File: config.mk
export PLATFORM = sky130hd
export DESIGN_NAME = cg_bist_sequencer_flat
export DESIGN_NICKNAME = d
export VERILOG_FILES = /design/src/rtl/cg_bist_sequencer_if.sv /design/src/rtl/cg_bist_sequencer.sv /design/src/flat_wrapper.sv
export SDC_FILE = /design/constraint.sdc
export NUM_CORES = 1
export LEC_CHECK = 0
export BUFFER_PORTS_ARGS = -buffer_cell sky130_fd_sc_hd__buf_2
export CAP_MARGIN = 20
export CELL_PAD_IN_SITES_DETAIL_PLACEMENT = 1
export CELL_PAD_IN_SITES_GLOBAL_PLACEMENT = 1
export CORE_MARGIN = 1.5
export CORE_UTILIZATION = 33
export CTS_BUF_LIST = sky130_fd_sc_hd__clkbuf_2
export CTS_CLUSTER_SIZE = 12
export DETAILED_ROUTE_END_ITERATION = 16
export PLACE_DENSITY = 0.75
export SYNTH_ARGS = -nofsm -noshare
export SYNTH_HDL_FRONTEND = slang
export SYNTH_SLANG_ARGS = --single-unit
export TNS_END_PERCENT = 100
File: constraint.sdc
create_clock -name clk -period 2.05 [get_ports clk]
set_input_delay 0.1025 -clock clk [delete_from_list [all_inputs] [get_ports clk]]
set_output_delay 0.1025 -clock clk [all_outputs]
set_load 0.005 [all_outputs]
File: src/rtl/cg_bist_sequencer_if.sv
// Control/status bundle of the BIST sequencer: run request, seed/golden in, result and progress out.
interface cg_bist_sequencer_if #(
  parameter int unsigned N_IN  = 25,
  parameter int unsigned SIG_W = 16,
  parameter int unsigned CNT_W = 16
);
  logic             start;
  logic [N_IN-1:0]  seed;
  logic [SIG_W-1:0] golden;
  logic             busy;
  logic             done;
  logic             pass;
  logic [SIG_W-1:0] signature;
  logic [CNT_W-1:0] pat_cnt;

  modport master (
    output start, seed, golden,
    input  busy, done, pass, signature, pat_cnt
  );

  modport slave (
    input  start, seed, golden,
    output busy, done, pass, signature, pat_cnt
  );
endinterface

File: src/rtl/cg_bist_sequencer.sv
// LFSR-driven BIST sequencer: feeds pseudo-random vectors to a CUT, compacts its responses
// in a MISR and compares the final signature against a golden value.
module cg_bist_sequencer #(
  parameter int unsigned     N_IN      = 25,
  parameter int unsigned     N_OUT     = 11,
  parameter int unsigned     SIG_W     = 16,
  parameter int unsigned     PATTERNS  = 1024,
  parameter int unsigned     CUT_LAT   = 0,
  parameter logic [N_IN-1:0] LFSR_TAPS = 25'h1200000,
  parameter logic [SIG_W-1:0] MISR_POLY = 16'h1021,
  parameter int unsigned     CNT_W     = 16
) (
  input  logic                 clk,
  input  logic                 rst,
  cg_bist_sequencer_if.slave   ctl,
  output logic [N_IN-1:0]      cut_x,
  input  logic [N_OUT-1:0]     cut_f
);

  if (PATTERNS < 1) begin : g_bad_patterns
    $error("PATTERNS must be at least 1");
  end
  if (N_OUT > SIG_W) begin : g_bad_nout
    $error("N_OUT must not exceed SIG_W");
  end
  if ((CNT_W < 32) && ((64'd1 << CNT_W) <= 64'(PATTERNS))) begin : g_bad_cntw
    $error("CNT_W too narrow for PATTERNS");
  end

  typedef enum logic [1:0] {StIdle, StRun, StDrain, StDone} state_e;

  state_e           state_q;
  logic [N_IN-1:0]  x_q;
  logic [SIG_W-1:0] sig_q;
  logic [SIG_W-1:0] sig_abs;
  logic [CNT_W-1:0] cnt_q;
  logic             busy_q;
  logic             done_q;
  logic             pass_q;
  logic             iss_q;   // a pattern was loaded into cut_x at the last edge
  logic             absorb;  // cut_f belongs to an issued pattern this cycle
  logic             pend;    // some issued pattern is still awaiting absorption

  function automatic logic [N_IN-1:0] lfsr_next(input logic [N_IN-1:0] v);
    return {v[N_IN-2:0], ^(v & LFSR_TAPS)};
  endfunction

  always_comb begin
    sig_abs = {sig_q[SIG_W-2:0], 1'b0} ^ (sig_q[SIG_W-1] ? MISR_POLY : '0) ^ SIG_W'(cut_f);
  end

  // Valid tracks each issued pattern through the CUT pipeline.
  if (CUT_LAT == 0) begin : g_nopipe
    assign absorb = iss_q;
    assign pend   = iss_q;
  end else begin : g_pipe
    logic [CUT_LAT-1:0] vpipe_q;
    logic [CUT_LAT:0]   vpipe_sh;
    assign vpipe_sh = {vpipe_q, iss_q};
    always_ff @(posedge clk) begin
      if (rst) vpipe_q <= '0;
      else     vpipe_q <= vpipe_sh[CUT_LAT-1:0];
    end
    assign absorb = vpipe_q[CUT_LAT-1];
    assign pend   = iss_q | (|vpipe_q);
  end

  always_ff @(posedge clk) begin
    if (rst) begin
      state_q <= StIdle;
      x_q     <= '0;
      sig_q   <= '0;
      cnt_q   <= '0;
      busy_q  <= 1'b0;
      done_q  <= 1'b0;
      pass_q  <= 1'b0;
      iss_q   <= 1'b0;
    end else begin
      iss_q <= 1'b0;
      unique case (state_q)
        StIdle, StDone: begin
          if (ctl.start) begin
            // An all-zero seed would lock the LFSR up.
            x_q     <= (ctl.seed == '0) ? '1 : ctl.seed;
            sig_q   <= '0;
            cnt_q   <= CNT_W'(1);
            busy_q  <= 1'b1;
            done_q  <= 1'b0;
            pass_q  <= 1'b0;
            iss_q   <= 1'b1;
            state_q <= StRun;
          end
        end
        StRun: begin
          if (absorb) sig_q <= sig_abs;
          if (cnt_q == CNT_W'(PATTERNS)) begin
            state_q <= StDrain;
          end else begin
            x_q   <= lfsr_next(x_q);
            cnt_q <= cnt_q + CNT_W'(1);
            iss_q <= 1'b1;
          end
        end
        StDrain: begin
          if (absorb) sig_q <= sig_abs;
          if (!pend) begin
            state_q <= StDone;
            busy_q  <= 1'b0;
            done_q  <= 1'b1;
            pass_q  <= (sig_q == ctl.golden);
          end
        end
      endcase
    end
  end

  assign cut_x         = x_q;
  assign ctl.busy      = busy_q;
  assign ctl.done      = done_q;
  assign ctl.pass      = pass_q;
  assign ctl.signature = sig_q;
  assign ctl.pat_cnt   = cnt_q;

endmodule

File: src/flat_wrapper.sv
// flat-port wrapper written by rule: the top's interface ports become plain ports
module cg_bist_sequencer_flat 
#(
  parameter int unsigned     N_IN      = 25,
  parameter int unsigned     N_OUT     = 11,
  parameter int unsigned     SIG_W     = 16,
  parameter int unsigned     PATTERNS  = 1024,
  parameter int unsigned     CUT_LAT   = 0,
  parameter logic [N_IN-1:0] LFSR_TAPS = 25'h1200000,
  parameter logic [SIG_W-1:0] MISR_POLY = 16'h1021,
  parameter int unsigned     CNT_W     = 16
)
  (clk, rst, cut_x, cut_f, ctl_start, ctl_seed, ctl_golden, ctl_busy, ctl_done, ctl_pass, ctl_signature, ctl_pat_cnt);
  cg_bist_sequencer_if #(.N_IN(N_IN), .SIG_W(SIG_W), .CNT_W(CNT_W)) ctl_i ();
  input  logic clk;
  input  logic rst;
  output logic [N_IN-1:0] cut_x;
  input  logic [N_OUT-1:0] cut_f;
  input wire logic [$bits(ctl_i.start)-1:0] ctl_start;
  input wire logic [$bits(ctl_i.seed)-1:0] ctl_seed;
  input wire logic [$bits(ctl_i.golden)-1:0] ctl_golden;
  output wire logic [$bits(ctl_i.busy)-1:0] ctl_busy;
  output wire logic [$bits(ctl_i.done)-1:0] ctl_done;
  output wire logic [$bits(ctl_i.pass)-1:0] ctl_pass;
  output wire logic [$bits(ctl_i.signature)-1:0] ctl_signature;
  output wire logic [$bits(ctl_i.pat_cnt)-1:0] ctl_pat_cnt;
  assign ctl_i.start = ctl_start;
  assign ctl_i.seed = ctl_seed;
  assign ctl_i.golden = ctl_golden;
  assign ctl_busy = ctl_i.busy;
  assign ctl_done = ctl_i.done;
  assign ctl_pass = ctl_i.pass;
  assign ctl_signature = ctl_i.signature;
  assign ctl_pat_cnt = ctl_i.pat_cnt;
  cg_bist_sequencer #(.N_IN(N_IN), .N_OUT(N_OUT), .SIG_W(SIG_W), .PATTERNS(PATTERNS), .CUT_LAT(CUT_LAT), .LFSR_TAPS(LFSR_TAPS), .MISR_POLY(MISR_POLY), .CNT_W(CNT_W)) u_core (.clk(clk), .rst(rst), .ctl(ctl_i), .cut_x(cut_x), .cut_f(cut_f));
endmodule
==> results of run 1 <==
## layout make-up
cell class	count	area share, %
diodes	1	0.05360
clock buffers	10	1.072
clock inverters	6	1.823
inverters	12	0.9649
multi-input cells	269	41.33
flip-flops and latches	63	27.02
well taps	133	3.565
repair buffers	175	24.18
## state kept, by name, summed over array words and instances, names as in the netlist
signal                cells
u_core.ctl.pass           1
u_core.ctl.done           1
u_core.ctl.busy           1
u_core.ctl.pat_cnt       16
u_core.cut_x             25
u_core.state_q            2
u_core.absorb             1
u_core.ctl.signature     16
## power by group through the flow
stage                     Clock (mW)  Combinational (mW)  Sequential (mW)
after floorplan                    0                1.42             1.81
after global placement             0                2.14             1.81
after detailed placement           0                2.21             1.82
after CTS                      0.903                2.32             1.79
after global routing           0.964                2.61             1.84
final                          0.875                2.38             1.80
## worst max-delay path by stage
stage,start,to,slack [ps],cells past startpoint
2_1_floorplan,u_core.state_q[1]$_SDFFE_PP0P_,u_core.cut_x[21]$_SDFFE_PP0P_,260,9
3_3_place_gp,u_core.state_q[0]$_SDFFE_PP0P_,u_core.cut_x[21]$_SDFFE_PP0P_,-30,7
3_5_place_dp,u_core.state_q[0]$_SDFFE_PP0P_,u_core.ctl.signature[5]$_SDFFE_PP0P_,-170,6
4_1_cts,u_core.state_q[0]$_SDFFE_PP0P_,u_core.ctl.pat_cnt[12]$_SDFFE_PP0P_,40,8
5_1_grt,u_core.state_q[0]$_SDFFE_PP0P_,u_core.cut_x[22]$_SDFFE_PP0P_,-20,8
6_report,u_core.state_q[0]$_SDFFE_PP0P_,u_core.cut_x[9]$_SDFFE_PP0P_,90,8
## what timing repair did
item / 4_1_cts / 5_1_grt
hold endpoints to repair: 36 / 1
setup endpoints to repair: 38 / 25
hold buffers: 39 / 1
pin swaps: 1 / 1
setup buffers: 1 / 1
gates resized for setup: 3 / 9
## Yosys cell counts, types with 3 or more instances
master / count / area (µm²)
a21oi_1: 12 / 60.06
a21oi_2: 4 / 35.03
a22oi_1: 16 / 120.1
a32o_1: 21 / 210.2
and3_1: 3 / 18.77
buf_2: 4 / 20.02
buf_6: 5 / 56.30
clkbuf_1: 13 / 48.80
dfxtp_1: 63 / 1261
ha_1: 5 / 62.56
inv_1: 12 / 45.04
nand2_1: 15 / 56.30
nand2b_1: 22 / 137.6
nand3_1: 16 / 80.08
nand4_1: 3 / 18.77
nor2_1: 30 / 112.6
nor2b_1: 3 / 18.77
nor3_1: 8 / 40.04
nor4_1: 8 / 50.05
o211ai_1: 3 / 22.52
o21ai_0: 6 / 30.03
o221a_1: 4 / 45.04
or3_1: 25 / 156.4
xnor2_1: 7 / 61.31
xor2_1: 24 / 210.2
## worst max-delay path, stage by stage (launching register included)
cell	delay [ps]
dfxtp_1	350
buf_4	130
ha_1	240
nor4b_2	170
nand4_1	130
buf_4	130
nand2_2	70
nor2_4	420
a32o_1	240
## placed cells by master, fill, tap and decap left out, types with 3 or more instances in the layout
cell type        n
buf_2          114
dfxtp_1         63
dlygate4sd3_1   40
nor2_1          29
or3_1           25
xor2_1          24
nand2b_1        22
a32o_1          21
buf_4           21
nand3_1         16
a22oi_1         16
nand2_1         14
inv_1           12
a21oi_1         11
clkbuf_2        10
nor4_1           8
nor3_1           7
xnor2_1          7
o21ai_0          6
a21oi_2          5
o221a_1          4
ha_1             4
nand4_1          3
o211ai_1         3
## layer usage
layer / part of all wire [%] / wire [µm] / track usage, % / vias up
li1: - / - / - / 1670
met1: 43 / 4731 / 24.47 / 1693
met2: 50 / 5506 / 36.19 / 102
met3: 4.6 / 505 / 4.594 / 16
met4: 1.9 / 208 / 7.143 / 0
met5: 0 / 0 / 0 / -
## cell families after synthesis
group	Yosys count	share of synthesized area (%)
xor+xnor	31	8.146
compound gates	85	21.06
fa+ha+maj	5	1.877
simple gates	148	25.53
buf+inv	36	5.555
flops	63	37.84
==> impl_results.md, run 1 <==
- Worst Tran Pin Value: 680.6 ps
- Global Route Usage Sum: 20.52%
- RSZ-0062 raised after global routing: yes
- Synth warnings: 0
- Layout Utilization: 47.76%
- Worst Hold Class: in -> reg
- # DRC: 0
- Total power: 5.058 mW
- Die ar.: around 11,000 µm²
- Critical path fanouts, max: 21
- Syn_nets: 428
- Chip Width: 103.5 µm
- Cell count after placement: a little over 600
- DP Wirelength: 7369 µm
- Largest net degree at the start of global routing: 46
- Post-Syn Area: roughly 3300 µm²
- Antenna Nets Post-Route: 0
- FF+latch count, synth: 63
- P_int: between 3 and 4 mW
- Post-Syn Instances: 368
- Final wirelength: 10,950 µm
- Vias in the first global route: 3,593
- Starting DRT DRC Count: 134
- CP required: 2500 ps
- Gr ovfl total: 0
- Layout cells sized above 1: 33.27%
- Post-synth EDFFs: 0
- Via count: 3,481
- WS Path Type: reg -> reg
- Core Region: 9774 µm²
- Worst hold path startpoint: rst
- Later-pin clock latency in the skew report: ~530 ps
- Final setup vio count: 0
- Footprint of the multi-input gates: 1929 µm²
- Final period util: 95.42%
- Relative slew slack: between 50 and 60%
- Fin. max-slew vios: 0
- Finished Layout Cells: 669
- Max Cap Violations: 0
- Switching share of power: 40.03%
- Post-place setup slack: -171.5 ps
- Starting density of the core: between 30 and 40%
- Die Y: approximately 100 µm
- CP arrival: between 2000 and 2500 ps
- Flop2flop setup slack: approximately 94 ps
- Main flop type after synthesis: dfxtp_1
- DR WL/cell: 16.37 µm
- Final WS setup: 93.80 ps
- Worst hold endpoint: u_core.ctl.signature[1]$_SDFFE_PP0P_
- Max IR drop VDD: 0.4874 mV
- Sink Count: 63
- Area post-placement: 4073 µm²
- Clk root buf: clkbuf_2
- Nets: 590
- Initial antenna violation count: 1
- Gate power share: roughly 47%
- P per Cell Area: 1083 nW/µm²
- CTS buffer count: 9
- Setup TNS: 0 ps
- Ports: around 120
- Row count: 36
- H-tree Lvls: 3
- FFs w/ async S/R, synth: 0%
- Fin. Hold Viols: 0
- Leak Pwr: 2.081 nW
- Syn Area/Cell: 9.058 µm²
- F_max: between 500 and 600 MHz
- Pre-antenna DRT Iters: 5
- Worst clock skew: between 30 and 40 ps
- CTS tree: yes
- FF-to-FF Start: u_core.state_q[0]$_SDFFE_PP0P_
- Clock period minus worst slack: 1956 ps
- Worst hold path stage count: 2
- Worst setup SP type: register
- Deepest clock path buffer count: 2
- Port Buffer Count: 114
- Post-route design area: 4668 µm²
- Sw Pwr: about 2 mW
- Final hold slack: 48.33 ps
- # fillers: 1,175
- Routability cong.: 0.8011
- RR Endpoint: u_core.cut_x[9]$_SDFFE_PP0P_
- Sequential cell area: 1261 µm²
- Sequential fraction of the synthesis area: 37.84%
- Clock transition at the registers of the reported paths: between 150 and 200 ps
- Vias/cell: 5.203
- CP Capture Type: register
- Outcome: finished, final reports clean
- R2r worst-path depth: 8
- Unique cell type count in the Yosys netlist: 53
- Sequential share of power: a little over a third
- Clk pwr share: 17.3%
- Area Growth Syn to Fin: 40.05%
- First-pass GRT wire length: 17,990 µm
Power figures use the tool's default switching activity.
==> run 2, diff against run 1 <==
RECOVER_POWER = 100   (was not set)
==> impl_results.md, run 2 (synthesized netlist as in run 1, its figures left out) <==
- Outcome: finished, final reports clean
- Starting density of the core: between 30% and 40%
- P per Cell Area: 1089 nW/µm²
- Deepest clock path buffer count: 2
- Layout Utilization: between 40 and 50%
- Sequential share of power: 35.9%
- Layout cells sized above 1: 27.66%
- Max reg flops: 25
- Antenna Nets Post-Route: 0
- # fillers: roughly 1,200
- Leak Pwr: 1.955 nW
- First-pass GRT wire length: 17,990 µm
- Gr ovfl total: 0
- Global Route Usage Sum: 20.52%
- H-tree Lvls: 3
- Die Y: between 100 and 150 µm
- F_max: 508.3 MHz
- Most frequent cells in the layout: buf_2 (88), dfxtp_1 (63), dlygate4sd3_1 (40)
- Vias/cell: 5.208
- Vias in the first global route: 3,593
- # DRC: 0
- Final setup vio count: 0
- Via count: 3,484
- CTS buffer count: 9
- DP Wirelength: 7369 µm
- Clock transition at the registers of the reported paths: approximately 180 ps
- Die ar.: 10,710 µm²
- Sw Pwr: 2.031 mW
- Initial antenna violation count: 1
- Switching share of power: 40.37%
- Nets: 590
- DR WL/cell: 16.40 µm
- Final period util: between 90% and 100%
- Chip Width: 103.5 µm
- Sink Count: 63
- Worst Hold Class: in -> reg
- Relative slew slack: a little over half
- Fin. Hold Viols: 0
- CP arrival: 2410 ps
- Fin. max-slew vios: 0
- Worst Tran Pin Value: about 680 ps
- Max Cap Violations: 0
- Routability cong.: 0.8011
- WS Path Type: reg -> reg
- Later-pin clock latency in the skew report: around 530 ps
- Pre-antenna DRT Iters: 5
- Most common cell after layout, fill and taps aside: buf_2
- Final hold slack: between 50 and 60 ps
- Worst clock skew: 44.73 ps
- Core Region: between 9000 and 10,000 µm²
- Final WS setup: 82.78 ps
- Port Buffer Count: around 110
- Clk pwr share: between 10% and 20%
- Row count: 36
- Post-place setup slack: -171.5 ps
- Final wirelength: 10,970 µm
- Clk root buf: clkbuf_2
- Max IR drop VDD: between 0.4 and 0.5 mV
- CP Capture Type: register
- P_int: about 3.0 mW
- Ports: 115
- RSZ-0062 raised after global routing: yes
- Critical path fanouts, max: 21
- Area Growth Syn to Fin: 38.63%
- Worst setup SP type: register
- Starting DRT DRC Count: around 130
- CP required: 2490 ps
- Gate power share: approximately 47%
- Largest net degree at the start of global routing: 46
- CTS tree: yes
- Clock period minus worst slack: 1967 ps
## run 2: changes by cell type in the layout (fill, tap and decap cells not counted), sizes merged
cell    delta
clkbuf    +31
buf       -31
## run 2: through the flow
stage | instances | cell area [µm²] | total power, mW | setup TNS (ps)
5_1_grt | 669 | 4621 | 5.375 | -64.01
4_1_cts | 666 | 4618 | 5.022 | 0
2_1_floorplan | 368 | 3333 | 3.233 | 0
3_5_place_dp | 610 | 4073 | 4.033 | -2414
6_report | 669 | 4621 | 5.030 | 0
3_3_place_gp | 610 | 4073 | 3.951 | -584.5
## run 2: final timing paths
path                                       start                                    to  slack [ps]  depth (start not counted)
setup / recovery  u_core.state_q[0]$_SDFFE_PP0P_          u_core.cut_x[9]$_SDFFE_PP0P_          80                          8
hold / removal                               rst  u_core.ctl.signature[1]$_SDFFE_PP0P_          50                          2
setup reg to reg  u_core.state_q[0]$_SDFFE_PP0P_          u_core.cut_x[9]$_SDFFE_PP0P_          80                          8
hold reg to reg    u_core.cut_x[15]$_SDFFE_PP0P_         u_core.cut_x[15]$_SDFFE_PP0P_         510                          1
## run 2: power by group through the flow
| stage | logic, mW | registers (mW) | clock network, mW |
|---|---|---|---|
| floorplan | 1.42 | 1.81 | 0 |
| global placement | 2.14 | 1.81 | 0 |
| detailed placement | 2.21 | 1.82 | 0 |
| CTS | 2.32 | 1.79 | 0.903 |
| global route | 2.57 | 1.84 | 0.964 |
| finish | 2.35 | 1.81 | 0.877 |
## run 2: repair_timing
action | in CTS | in global routing
setup endpoints to repair | 38 | 25
endpoints found under the hold margin | 36 | 1
pin swaps | 1 | 1
gates resized for setup | 3 | 9
hold buffers | 39 | 1
setup buffers | 1 | 1
## run 2: layer usage
| metal | share of wire [%] | GRT usage, % |
|---|---|---|
| met1 | 44 | 24.47 |
| met2 | 50 | 36.19 |
| met3 | 4.3 | 4.594 |
| met4 | 1.6 | 7.143 |
| met5 | 0 | 0 |
## run 2: worst max-delay path, cell delays in order (launching register included)
cell and delay [ps]:
dfxtp_1 350, buf_4 130, ha_1 240, nor4b_2 170, nand4_1 140, buf_4 130, nand2_2 70, nor2_4 430
a32o_1 240
## run 2: area by class of cell
type                       instances  area, µm²  share of cell area, %
tap                              133      166.4                  3.601
inverter                          12      45.04                 0.9748
sequential                        63       1261                  27.29
multi-input combinational        269       1929                  41.75
timing repair buffer             175       1081                  23.40
clock inverter                     6      85.08                  1.841
antenna                            1      2.502                0.05416
clock buffer                      10      50.05                  1.083
